`config.mk`:
```
export PLATFORM = sky130hd
export DESIGN_NAME = jcs_mode_seq
export DESIGN_NICKNAME = d
export VERILOG_FILES = /design/src/rtl/jcs_demo_pkg.sv /design/src/rtl/jcs_debounce.sv /design/src/rtl/jcs_mode_seq.sv
export SDC_FILE = /design/constraint.sdc
export NUM_CORES = 1
export LEC_CHECK = 0
export ABC_AREA = 1
export CAP_MARGIN = 20
export CORE_ASPECT_RATIO = 0.75
export CORE_MARGIN = 2
export CORE_UTILIZATION = 29
export CTS_CLUSTER_DIAMETER = 60
export CTS_CLUSTER_SIZE = 24
export DETAILED_ROUTE_END_ITERATION = 8
export PLACE_DENSITY_LB_ADDON = 0.12
export RECOVER_POWER = 25
export SYNTH_ARGS = -nofsm -noshare
export SYNTH_HDL_FRONTEND = slang
export SYNTH_HIERARCHICAL = 1
export SYNTH_SLANG_ARGS = --single-unit
```
`constraint.sdc`:
```
create_clock -name CLK -period 1.6 [get_ports CLK]
set_input_delay 0.16 -clock CLK [delete_from_list [all_inputs] [get_ports CLK]]
set_output_delay 0.16 -clock CLK [all_outputs]
set_load 0.02 [all_outputs]
```
`src/rtl/jcs_demo_pkg.sv`:
```
// Shared definitions for the logic-gate demo board: mode encodings and
// the mode-index width rule used by the mode sequencer.
package jcs_demo_pkg;

    typedef enum logic [2:0] {
        NAND   = 3'd0,
        NOT    = 3'd1,
        AND    = 3'd2,
        OR     = 3'd3,
        XOR    = 3'd4,
        DEC3   = 3'd5,
        ENABLE = 3'd6,
        BUS1   = 3'd7
    } demo_mode_e;

    localparam int DEMO_MODES = 8;

    // Index width for a mode count; never narrower than one bit.
    function automatic int mode_width(input int nmodes);
        return (nmodes < 2) ? 1 : $clog2(nmodes);
    endfunction

endpackage

```
`src/rtl/jcs_debounce.sv`:
```
// Push-button front end: 2-flop synchroniser, counting debouncer and a
// registered rising-edge detector producing one click per press.
module jcs_debounce #(
    parameter int DEBOUNCE = 4
) (
    input  logic CLK,
    input  logic RESETN,
    input  logic BTN,
    output logic CLICK
);

    localparam int CW = $clog2(DEBOUNCE + 1);
    localparam logic [CW-1:0] CLAST = CW'(DEBOUNCE - 1);

    logic          sync1;
    logic          sync2;
    logic          level;
    logic          level_q;
    logic [CW-1:0] cnt;

    always_ff @(posedge CLK or negedge RESETN) begin
        if (!RESETN) begin
            sync1   <= 1'b0;
            sync2   <= 1'b0;
            level   <= 1'b0;
            level_q <= 1'b0;
            cnt     <= '0;
            CLICK   <= 1'b0;
        end else begin
            sync1   <= BTN;
            sync2   <= sync1;
            level_q <= level;
            CLICK   <= level & ~level_q;
            // Any cycle where the synchronised input agrees with the level restarts the run.
            if (sync2 != level) begin
                if (cnt == CLAST) begin
                    level <= sync2;
                    cnt   <= '0;
                end else begin
                    cnt <= cnt + 1'b1;
                end
            end else begin
                cnt <= '0;
            end
        end
    end

endmodule

```
`src/rtl/jcs_mode_seq.sv`:
```
// Demo mode sequencer: steps the current mode on debounced PREV/NEXT clicks
// and, while AUTO_EN is high, auto-advances once every DWELL cycles.
module jcs_mode_seq
    import jcs_demo_pkg::*;
#(
    parameter int NMODES   = 8,
    parameter int WRAP     = 0,
    parameter int DEBOUNCE = 4,
    parameter int DWELL    = 100000000,
    parameter int MW       = mode_width(NMODES)
) (
    input  logic          CLK,
    input  logic          RESETN,
    input  logic          BTN_PREV,
    input  logic          BTN_NEXT,
    input  logic          AUTO_EN,
    output logic [MW-1:0] MODE,
    output logic          MODE_CHANGE,
    output logic          AUTO_ACTIVE
);

    localparam int DW = $clog2(DWELL);
    localparam logic [MW:0]   LAST  = (MW + 1)'(NMODES - 1);
    localparam logic [DW-1:0] DLAST = DW'(DWELL - 1);

    logic          click_prev;
    logic          click_next;
    logic          auto_s1;
    logic          auto_s2;
    logic [DW-1:0] dwell_q;
    logic [DW-1:0] dwell_d;
    logic [MW-1:0] mode_d;
    logic          change_d;
    logic [MW:0]   mode_ext;
    logic          at_last;
    logic          at_first;
    logic          manual;
    logic          term;

    jcs_debounce #(.DEBOUNCE(DEBOUNCE)) u_db_prev (
        .CLK    (CLK),
        .RESETN (RESETN),
        .BTN    (BTN_PREV),
        .CLICK  (click_prev)
    );

    jcs_debounce #(.DEBOUNCE(DEBOUNCE)) u_db_next (
        .CLK    (CLK),
        .RESETN (RESETN),
        .BTN    (BTN_NEXT),
        .CLICK  (click_next)
    );

    always_comb begin
        mode_d   = MODE;
        change_d = 1'b0;
        dwell_d  = dwell_q + 1'b1;
        mode_ext = {1'b0, MODE};
        at_last  = (mode_ext == LAST);
        at_first = (MODE == '0);
        manual   = click_prev | click_next;
        term     = auto_s2 && (dwell_q == DLAST);

        // Manual clicks win over the auto step; a PREV+NEXT pair cancels outright.
        if (click_next && !click_prev) begin
            if (!at_last) begin
                mode_d   = MW'(mode_ext + 1'b1);
                change_d = 1'b1;
            end else if (WRAP != 0) begin
                mode_d   = '0;
                change_d = 1'b1;
            end
        end else if (click_prev && !click_next) begin
            if (!at_first) begin
                mode_d   = MW'(mode_ext - 1'b1);
                change_d = 1'b1;
            end else if (WRAP != 0) begin
                mode_d   = MW'(LAST);
                change_d = 1'b1;
            end
        end else if (!manual && term) begin
            mode_d   = at_last ? '0 : MW'(mode_ext + 1'b1);
            change_d = 1'b1;
        end

        if (!auto_s2 || manual || term) begin
            dwell_d = '0;
        end
    end

    always_ff @(posedge CLK or negedge RESETN) begin
        if (!RESETN) begin
            auto_s1     <= 1'b0;
            auto_s2     <= 1'b0;
            AUTO_ACTIVE <= 1'b0;
            dwell_q     <= '0;
            MODE        <= '0;
            MODE_CHANGE <= 1'b0;
        end else begin
            auto_s1     <= AUTO_EN;
            auto_s2     <= auto_s1;
            AUTO_ACTIVE <= auto_s2;
            dwell_q     <= dwell_d;
            MODE        <= mode_d;
            MODE_CHANGE <= change_d;
        end
    end

endmodule

```
==> summary.md <==
| Metric | Value |
|---|---|
| Worst vdd ir | `0.653 mV` |
| Tmin final | `1520 ps` |
| # H-tree levels | `2` |
| RSZ-0062 raised after global routing | `true` |
| Antenna Cells | `0` |
| HP Class | `reg -> reg` |
| Fin area | `about 3300 µm²` |
| IO Port Bufs | `9` |
| First-pass GRT wire length | `10.2 mm` |
| Layout cells sized above 1 | `0.185` |
| Post-synth cell types | `25` |
| Core area | `~9000 µm²` |
| Syn nets | `between 300 and 400` |
| Detail Route Antenna Nets | `0` |
| Nets | `386` |
| Most frequent cells in the layout | `90 x nand2_1, 57 x nor2_1, 50 x dfrtp_1, 41 x inv_1, 16 x nand3_1` |
| CTS Buffer Depth | `2` |
| Rows | `30` |
| Clock sinks | `50` |
| CP Launch Type | `flop` |
| Top-Level Pins | `10` |
| Routability cong. | `0.829` |
| Leading area contributor after synthesis | `dfrtp_1` |
| Vias in the first global route | `1,980` |
| Least-Margin Pin Slew | `a little over 700 ps` |
| DRT iter0 DRCs | `120` |
| Critical Path AT | `1710 ps` |
| Number of max-cap violations | `0` |
| Sequential area share after synthesis | `0.471` |
| Vias post-DR | `2,071` |
| Cell Count, Final, Fillers Out | `484` |
| Total CTS buffers | `5` |
| Count of final hold-check violations | `0` |
| Comb power frac | `0.294` |
| HPWL after detailed placement | `4.41 mm` |
| Final period util | `0.949` |
| Sw power | `1.29 mW` |
| Int Pwr | `2.73 mW` |
| Clk_lat worst skew | `290 ps` |
| Avg Cell Area, Syn | `7.83 µm²` |
| Number of synthesized register bits | `50` |
| Die Width | `approximately 110 µm` |
| Critical path class | `reg -> reg` |
| Fmax | `659 MHz` |
| Via-to-Cell Ratio | `4.28` |
| Pin count of the biggest net entering global routing | `51` |
| Gr ovfl total | `0` |
| Crit-path max FO | `4` |
| Synth top area cells | `dfrtp_1 47%, nand2_1 13%, nor2_1 9.3%` |
| Final Util | `0.365` |
| Leak | `1.43 nW` |
| Placed cells | `470` |
| Max_slew headroom | `0.530` |
| Total power | `between 4 and 5 mW` |
| CP Data Required Time | `1790 ps` |
| Mapped Cells | `339` |
| Hold_ws | `352 ps` |
| Layout area overhead | `23.3%` |
| CP endpoint kind | `flop` |
| Net Sw Frac | `0.321` |
| Synthesized area | `2660 µm²` |
| Pre-CTS WS | `76.9 ps` |
| Clock Power Share | `0.313` |
| Synth top area share | `0.471` |
| Status | `completed` |
| Tot GR Track Use | `0.134` |
| Sequential Power Share | `0.393` |
| DR WL/cell | `12.4 µm` |
| Wirelength, routed | `6.00 mm` |
| Worst-path clk slew | `70 ps` |
| Setup TNS | `0 ps` |
| CTS tree | `built` |
| Commonest non-fill, non-tap cell in the layout | `nand2_1` |
| Slew Viols, Final | `0` |
| Multi-input logic area | `1260 µm²` |
| # setup viols final | `0` |
| First-pass DRT Iterations | `4` |
| Initial Util | `0.296` |
| PnR worst setup slack | `between 80 and 90 ps` |
| Skew final | `3.50 ps` |
| Post-DP Area | `2990 µm²` |
| Die height | `86.9 µm` |
| Fill cells | `928` |
| Register Area | `roughly 1300 µm²` |
| PwrDens | `between 1000 and 1500 nW/µm²` |
| Die area | `between 9000 and 10,000 µm²` |
| Root Driver | `clkbuf_16` |
| Synth Warn # | `6` |
| Antenna violations before repair | `0` |
| Remaining DRCs | `0` |
[kinds of logic after synthesis]
| logic type | after synthesis | synth area share |
|---|---|---|
| AO/OA/AOI/OAI | 8 | 0.0160 |
| XOR/XNOR | 10 | 0.0330 |
| adder cells (fa/ha/maj) | 10 | 0.0471 |
| buffers and inverters | 49 | 0.0749 |
| flip-flops | 50 | 0.471 |
| AND/OR/NAND/NOR | 212 | 0.358 |
[flip-flops by register name, summed over array words and instances (netlist names)]
register and flops:
u_db_prev/sync2 1, MODE_CHANGE 1, u_db_next/sync1 1, u_db_prev/sync1 1, u_db_prev/cnt 3, dwell_q 27
u_db_next/sync2 1, auto_s2 1, u_db_next/CLICK 1, u_db_next/cnt 3, u_db_prev/CLICK 1, u_db_next/level_q 1
u_db_next/level 1, AUTO_ACTIVE 1, MODE 3, auto_s1 1, u_db_prev/level_q 1, u_db_prev/level 1
[critical path, cell delays in order (launching register included)]
cell	delay, ps
dfrtp_1	360
ha_2	190
nand2_2	80
nor2_4	180
nand2_4	90
nor2_4	100
nand3_1	130
nand2_2	120
nand2_2	70
nand2_1	50
nand2_1	50
[what timing repair did]
| item | in CTS | in global routing |
|---|---|---|
| setup endpoints to repair | 0 | 30 |
| hold buffers | 1 | 0 |
| buffers inserted | 0 | 4 |
| hold endpoints to repair | 50 | 0 |
| gates resized for setup | 0 | 19 |
[worst paths after layout]
check	from	end	slack [ps]	depth (start not counted)
setup / recovery	dwell_q[1]	MODE[2]	80	10
hold / removal	u_db_next/sync1	u_db_next/sync2	350	0
setup reg to reg	dwell_q[1]	MODE[2]	80	10
hold reg to reg	u_db_next/sync1	u_db_next/sync2	350	0
max in group asynchronous	RESETN	u_db_prev/sync1	580	3
min in group asynchronous	RESETN	dwell_q[22]	550	3
[synth_stat cells]
cell type / number
nor3_2: 3
nand3b_1: 1
o21ai_1: 1
nand3_1: 17
ha_1: 10
nand2_2: 9
inv_2: 5
inv_1: 42
xnor2_1: 6
buf_6: 2
nand2_1: 91
a31oi_1: 2
o21ai_0: 2
nor2_4: 5
a21oi_1: 3
or2_2: 1
nand3_4: 1
nor2_2: 1
nor3_1: 13
nand2_4: 1
nand4_1: 2
nor2_1: 66
dfrtp_1: 50
and3_1: 1
xor2_1: 4
[layout make-up]
cell class                 instances  share of cell area
multi-input combinational        240               0.386
sequential                        50               0.382
timing repair buffer              27              0.0818
inverter                          47              0.0539
tap                              112              0.0428
clock buffer                       5              0.0382
clock inverter                     3              0.0149
[metal layers]
metal	part of all wire	GRT usage	wire [µm]
met1	0.58	0.215	3480
met2	0.38	0.175	2270
met3	0.031	0.0334	185
met4	0.0098	0.0366	59
met5	0	0	0
[power by group through the flow]
stage | logic (mW) | clock network [mW] | registers (mW)
2_1_floorplan | 0.689 | 0 | 1.64
3_3_place_gp | 1.13 | 0 | 1.61
3_5_place_dp | 1.12 | 0 | 1.61
4_1_cts | 1.13 | 1.31 | 1.58
5_1_grt | 1.36 | 1.38 | 1.61
6_report | 1.18 | 1.26 | 1.58
Power figures use the tool's default switching activity.
